[config.mk]
export PLATFORM = sky130hd
export DESIGN_NAME = instr_fetch_unit
export DESIGN_NICKNAME = d
export VERILOG_FILES = /design/src/rtl/instr_fetch_unit.sv
export SDC_FILE = /design/constraint.sdc
export NUM_CORES = 1
export LEC_CHECK = 0
export CORE_ASPECT_RATIO = 2
export CORE_UTILIZATION = 40
export CTS_BUF_LIST = sky130_fd_sc_hd__clkbuf_8
export DETAILED_ROUTE_END_ITERATION = 8
export GPL_TIMING_DRIVEN = 0
export HOLD_SLACK_MARGIN = 0.1
export SYNTH_ARGS = -nofsm -noshare
export SYNTH_HDL_FRONTEND = slang
export SYNTH_SLANG_ARGS = --single-unit
[constraint.sdc]
create_clock -name clk -period 3.2 [get_ports clk]
set_clock_uncertainty 0.1 [all_clocks]
set_input_delay 0.64 -clock clk [delete_from_list [all_inputs] [get_ports clk]]
set_output_delay 0.64 -clock clk [all_outputs]
set_load 0.01 [all_outputs]
[src/rtl/instr_fetch_unit.sv]
// Instruction fetch front end: owns the PC, captures the combinational memory word into an
// output register, hands it to decode over valid/ready, and resolves JMP/CALL/RET locally.
module instr_fetch_unit #(
  parameter int                ADDR_W      = 19,
  parameter logic [ADDR_W-1:0] RESET_PC    = '0,
  parameter int                STACK_DEPTH = 4
) (
  input  logic              clk,
  input  logic              rst,
  output logic [ADDR_W-1:0] imem_addr,
  input  logic [18:0]       imem_rdata,
  output logic              out_valid,
  input  logic              out_ready,
  output logic [18:0]       out_instr,
  output logic [ADDR_W-1:0] out_pc,
  input  logic              br_valid,
  input  logic              br_taken,
  output logic              stalled,
  output logic              halted,
  output logic [1:0]        err_code
);

  localparam int IDX_W = $clog2(STACK_DEPTH);
  localparam int SP_W  = IDX_W + 1;

  localparam logic [4:0] OP_ALU  = 5'b00000;
  localparam logic [4:0] OP_LD   = 5'b00001;
  localparam logic [4:0] OP_ST   = 5'b00010;
  localparam logic [4:0] OP_BEQ  = 5'b00011;
  localparam logic [4:0] OP_BNE  = 5'b00100;
  localparam logic [4:0] OP_JMP  = 5'b00101;
  localparam logic [4:0] OP_CALL = 5'b00110;
  localparam logic [4:0] OP_RET  = 5'b00111;

  localparam logic [1:0] ERR_NONE    = 2'b00;
  localparam logic [1:0] ERR_ILLEGAL = 2'b01;
  localparam logic [1:0] ERR_OVER    = 2'b10;
  localparam logic [1:0] ERR_UNDER   = 2'b11;

  typedef enum logic [1:0] {
    S_FETCH,
    S_WAIT_BR,
    S_HALT
  } state_t;

  state_t            state_reg, state_next;
  logic [ADDR_W-1:0] pc_reg, pc_next;
  logic              out_valid_reg, out_valid_next;
  logic [18:0]       out_instr_reg, out_instr_next;
  logic [ADDR_W-1:0] out_pc_reg, out_pc_next;
  logic [SP_W-1:0]   sp_reg, sp_next;
  logic [ADDR_W-1:0] br_pc_reg, br_pc_next;
  logic [7:0]        br_off_reg, br_off_next;
  logic [1:0]        err_reg, err_next;

  logic [ADDR_W-1:0] stack_mem [STACK_DEPTH];
  logic              push_en;
  logic [IDX_W-1:0]  push_idx;
  logic [IDX_W-1:0]  top_idx;

  logic              capture;
  logic              emit;
  logic [4:0]        opcode;
  logic [ADDR_W-1:0] pc_inc;
  logic [ADDR_W-1:0] jump_target;
  logic [ADDR_W-1:0] br_off_ext;
  logic              stack_full;
  logic              stack_empty;

  assign capture     = !out_valid_reg || out_ready;
  assign opcode      = imem_rdata[18:14];
  assign pc_inc      = pc_reg + ADDR_W'(1);
  assign jump_target = ADDR_W'(imem_rdata[13:0]);
  assign br_off_ext  = {{(ADDR_W-8){br_off_reg[7]}}, br_off_reg};
  assign stack_full  = (sp_reg == SP_W'(STACK_DEPTH));
  assign stack_empty = (sp_reg == '0);
  assign push_idx    = sp_reg[IDX_W-1:0];
  assign top_idx     = IDX_W'(sp_reg - SP_W'(1));

  always_comb begin
    state_next     = state_reg;
    pc_next        = pc_reg;
    out_valid_next = out_valid_reg;
    out_instr_next = out_instr_reg;
    out_pc_next    = out_pc_reg;
    sp_next        = sp_reg;
    br_pc_next     = br_pc_reg;
    br_off_next    = br_off_reg;
    err_next       = err_reg;
    push_en        = 1'b0;
    emit           = 1'b0;

    // The held word drains on any handshake, whatever state the fetch side is in.
    if (out_valid_reg && out_ready) begin
      out_valid_next = 1'b0;
    end

    case (state_reg)
      S_FETCH: begin
        if (capture) begin
          case (opcode)
            OP_ALU, OP_LD, OP_ST: begin
              emit    = 1'b1;
              pc_next = pc_inc;
            end
            OP_BEQ, OP_BNE: begin
              emit        = 1'b1;
              br_pc_next  = pc_reg;
              br_off_next = imem_rdata[7:0];
              state_next  = S_WAIT_BR;
            end
            OP_JMP: begin
              emit    = 1'b1;
              pc_next = jump_target;
            end
            OP_CALL: begin
              if (stack_full) begin
                state_next = S_HALT;
                err_next   = ERR_OVER;
              end else begin
                emit    = 1'b1;
                push_en = 1'b1;
                sp_next = sp_reg + SP_W'(1);
                pc_next = jump_target;
              end
            end
            OP_RET: begin
              if (stack_empty) begin
                state_next = S_HALT;
                err_next   = ERR_UNDER;
              end else begin
                emit    = 1'b1;
                sp_next = sp_reg - SP_W'(1);
                pc_next = stack_mem[top_idx];
              end
            end
            default: begin
              state_next = S_HALT;
              err_next   = ERR_ILLEGAL;
            end
          endcase
          if (emit) begin
            out_valid_next = 1'b1;
            out_instr_next = imem_rdata;
            out_pc_next    = pc_reg;
          end
        end
      end
      S_WAIT_BR: begin
        if (br_valid) begin
          pc_next    = br_taken ? (br_pc_reg + ADDR_W'(1) + br_off_ext)
                                : (br_pc_reg + ADDR_W'(1));
          state_next = S_FETCH;
        end
      end
      S_HALT: begin
      end
      default: begin
        state_next = S_HALT;
      end
    endcase
  end

  always_ff @(posedge clk) begin
    if (rst) begin
      state_reg     <= S_FETCH;
      pc_reg        <= RESET_PC;
      out_valid_reg <= 1'b0;
      out_instr_reg <= '0;
      out_pc_reg    <= '0;
      sp_reg        <= '0;
      br_pc_reg     <= '0;
      br_off_reg    <= '0;
      err_reg       <= ERR_NONE;
    end else begin
      state_reg     <= state_next;
      pc_reg        <= pc_next;
      out_valid_reg <= out_valid_next;
      out_instr_reg <= out_instr_next;
      out_pc_reg    <= out_pc_next;
      sp_reg        <= sp_next;
      br_pc_reg     <= br_pc_next;
      br_off_reg    <= br_off_next;
      err_reg       <= err_next;
    end
  end

  // Entry contents need no reset: only slots below the stack pointer are ever read.
  always_ff @(posedge clk) begin
    if (!rst && push_en) begin
      stack_mem[push_idx] <= pc_inc;
    end
  end

  assign imem_addr = pc_reg;
  assign out_valid = out_valid_reg;
  assign out_instr = out_instr_reg;
  assign out_pc    = out_pc_reg;
  assign stalled   = (state_reg == S_WAIT_BR);
  assign halted    = (state_reg == S_HALT);
  assign err_code  = err_reg;

endmodule

==> reports/metrics.cfg <==
[setup_path]
rr_worst_depth=11
worstPathArrival_ps=3500
cp_slowest_cell=a2111o_1
crit_type=reg -> reg
crit_path_start=br_pc_reg[4]$_SDFFE_PP0P_
crit_buf_inv=1
cp_cell_sequence=nand4_4, buf_4, nor4_2, xor2_1, ha_1, or2_1, a21o_1, a21oi_4, a211oi_1, a2111o_1, a32o_1
required_ps=3460
timing.rr.end=imem_addr[15]$_SDFFE_PP0P_
cp-end-kind=flip-flop
r2r-start=br_pc_reg[4]$_SDFFE_PP0P_
rrSetupSlack_ps=-30
endpoint=imem_addr[15]$_SDFFE_PP0P_
startpoint_type=flip-flop
cp_max_fo=6
cp_num_cells=11
cp_top_family=compound AO/OA/AOI/OAI gates
slowest_delay_ps=430

[global_routing]
grt_first_pass_wirelength_um=41100
antenna_found_initial=0
grt_util_all_layers_pct=24.9
grt_pass1_vias=7190
gr-total-overflow=0
grt_max_degree=20

[yosys]
syn_inst=868
synth_seq_area_share_pct=47.8
yosysTopAreaCell=edfxtp_1
ys.flop_type=dfxtp_1
synth-edff-count=76
synth-seq-cells=168
synthTopCellsByArea=edfxtp_1 (26%), dfxtp_1 (21%), nand2_1 (7.1%)
synth_area_mm2=0.00863
avgSynthCellArea_um2=9.95
synth.lib_cells_used.distinct=84
synth_top_cell_area_share_pct=26.4
synthArstFlopShare_pct=0
yosysWarnings=0
synth.net_count=919

[route]
highest_layer=met4
post_drt_wl_per_cell_um=21.3
via_per_inst=5.64
dr_total_vias=7127
wl_met1_um=9820
wl_met3_um=860
routed_wl_um=26900
drc_errors=0
drt_iter0_drc=409
drtAntennaViolNets=0
drt-pass1-iter-count=5
dr_wl_met2_um=14700

[placement]
gp_congestion=0.860
port-buffer-count=81
dp_hpwl_um=20700
place_area_mm2=0.00978

[floorplanning]
io_pins=86
dieArea_mm2=0.0222
die_w_um=106
die_h_um=210
start_util_pct=40.9
num_rows=75
coreArea_mm2=0.0211

[layout]
layout-drive-gt1-share_pct=16.4
nNetsFinal=1032
design_area_mm2=0.0106
regMostFlops=stack_mem
area_growth_pct=23.3
largest_reg_flops=76

[timing]
maxSlewHeadroom_pct=41.6
fin_ws_ps=-34.2
hold_viol=0
final_max_slew_viol_count=0
max_freq_mhz=309
fin_hold_ws_ps=356
setup_viol=1
min_period_over_period_pct=101
rsz0062_at_grt=true
worstMarginPinSlew_ps=874
finalCriticalPeriod_ps=3230

[job]
max_cap_violations=0

[clock_tree]
cts_buffers=17
clockBufferDepth=2
clk_pin_slew_ps=100
cts_hold_buf=0
worst_skew_pair.late_latency_ps=480
cts_tree=yes
cts.sinks=168
root_buffer=clkbuf_8
ctsHtreeMaxLevel=4

[status]
violations=setup timing
outcome=finished, violations left

[hold_path]
holdPathStages=2
hp-class=reg -> reg

[power]
leakage_nw=3.80
powerDensity_mw_per_mm2=411
peakVddDrop_uv=350

==> per-stage QoR <==
step           util (%)  setup WS, ps  setup TNS [ps]  std cells  power (mW)
2_1_floorplan         -          84.1               0        868        2.55
3_3_place_gp       46.3          -829          -63540       1218        2.73
3_5_place_dp       46.3          -814          -63230       1218        2.73
4_1_cts            49.9         -16.9           -32.0       1262        4.40
5_1_grt            50.4          -150           -5570       1263        4.52
6_report           50.4         -34.2           -34.2       1264        4.37
==> worst reg2reg max path, cell delays in order, from the launching register on <==
cell and delay (ps):
dfxtp_4 410, nand4_4 140, buf_4 170, nor4_2 280, xor2_1 260, ha_1 310
or2_1 240, a21o_1 230, a21oi_4 200, a211oi_1 90, a2111o_1 430, a32o_1 270
==> how the worst min path moves through the flow <==
| stage | slack, ps | endpoint | from |
|---|---|---|---|
| detailed placement | 350 | out_instr[12]$_SDFFE_PP0P_ | out_instr[12]$_SDFFE_PP0P_ |
| finish | 360 | out_instr[12]$_SDFFE_PP0P_ | out_instr[12]$_SDFFE_PP0P_ |
| CTS | 360 | out_instr[12]$_SDFFE_PP0P_ | out_instr[12]$_SDFFE_PP0P_ |
| global route | 370 | out_instr[0]$_SDFFE_PP0P_ | out_instr[0]$_SDFFE_PP0P_ |
| global placement | 340 | out_instr[0]$_SDFFE_PP0P_ | out_instr[0]$_SDFFE_PP0P_ |
| floorplan | 340 | br_off_reg[0]$_SDFFE_PP0P_ | br_off_reg[0]$_SDFFE_PP0P_ |
==> placed cells by master, fill, tap and decap left out, types with 6 or more instances in the layout <==
| master | count |
|---|---|
| nor3_1 | 10 |
| o21ai_1 | 7 |
| o21ai_0 | 23 |
| nand2_1 | 163 |
| nand2b_1 | 6 |
| ha_1 | 21 |
| clkbuf_8 | 17 |
| clkbuf_1 | 20 |
| nand3_1 | 13 |
| buf_2 | 18 |
| nor2_1 | 47 |
| xor2_1 | 20 |
| a21oi_1 | 88 |
| and3_1 | 6 |
| dfxtp_1 | 84 |
| edfxtp_1 | 76 |
| clkdlybuf4s50_1 | 81 |
| a211oi_1 | 11 |
| nand4_1 | 10 |
| o22ai_1 | 7 |
| inv_1 | 20 |
| xnor2_1 | 19 |
| mux4_2 | 19 |
| buf_4 | 16 |
| a21o_1 | 9 |
| a22oi_1 | 8 |
==> metal layers <==
metal  vias up  GRT usage [%]
met5         -              0
met4         0           15.3
met3        71           2.98
met2       208           46.3
met1      3448           26.3
li1       3400              -
==> layout make-up <==
| type | count | area, um^2 |
|---|---|---|
| Fill cell | 1971 | 10500 |
| Multi-Input combinational cell | 631 | 4480 |
| Sequential cell | 168 | 4140 |
| Timing Repair Buffer | 94 | 925 |
| Tap cell | 269 | 337 |
| Buffer | 49 | 244 |
| Clock buffer | 17 | 234 |
| Clock inverter | 15 | 208 |
| Inverter | 20 | 75.1 |
| Antenna cell | 1 | 2.50 |
==> synth_stat cells, types with 6 or more instances <==
master / number
a21o_1: 9
edfxtp_1: 76
inv_1: 20
nor2_1: 47
a211oi_1: 12
nand3_1: 16
a22oi_1: 8
xor2_1: 22
dfxtp_1: 92
buf_2: 19
nand2_1: 163
mux4_2: 19
a21oi_1: 91
clkbuf_1: 22
nand2b_1: 6
nor3_1: 12
o21ai_0: 27
nor4_1: 8
nand4_1: 10
ha_1: 26
and3_1: 6
and2_1: 6
o22ai_1: 7
xnor2_1: 22
==> power breakdown <==
part / internal, mW / switching, mW / leakage (nW)
Combinational: 0.154 / 0.245 / 2.09
Sequential: 2.26 / 0.0308 / 1.49
Clock: 0.808 / 0.876 / 0.222
Total: 3.22 / 1.15 / 3.80
==> logic make-up after synthesis <==
kind of cell    count (synthesis)  share of synthesized area (%)
xor+xnor                       44                           4.46
fa+ha+maj                      27                           4.00
buf+inv                        69                           3.64
flops                         168                           47.8
simple gates                  309                           17.1
mux                            26                           5.80
compound gates                225                           17.3
==> repair_timing <==
item	CTS	global route
resized for setup	49	22
endpoints found under the setup margin	81	82
pin swaps	16	7
buffers inserted	12	1
No activity file was read; power rests on OpenSTA's default activity.
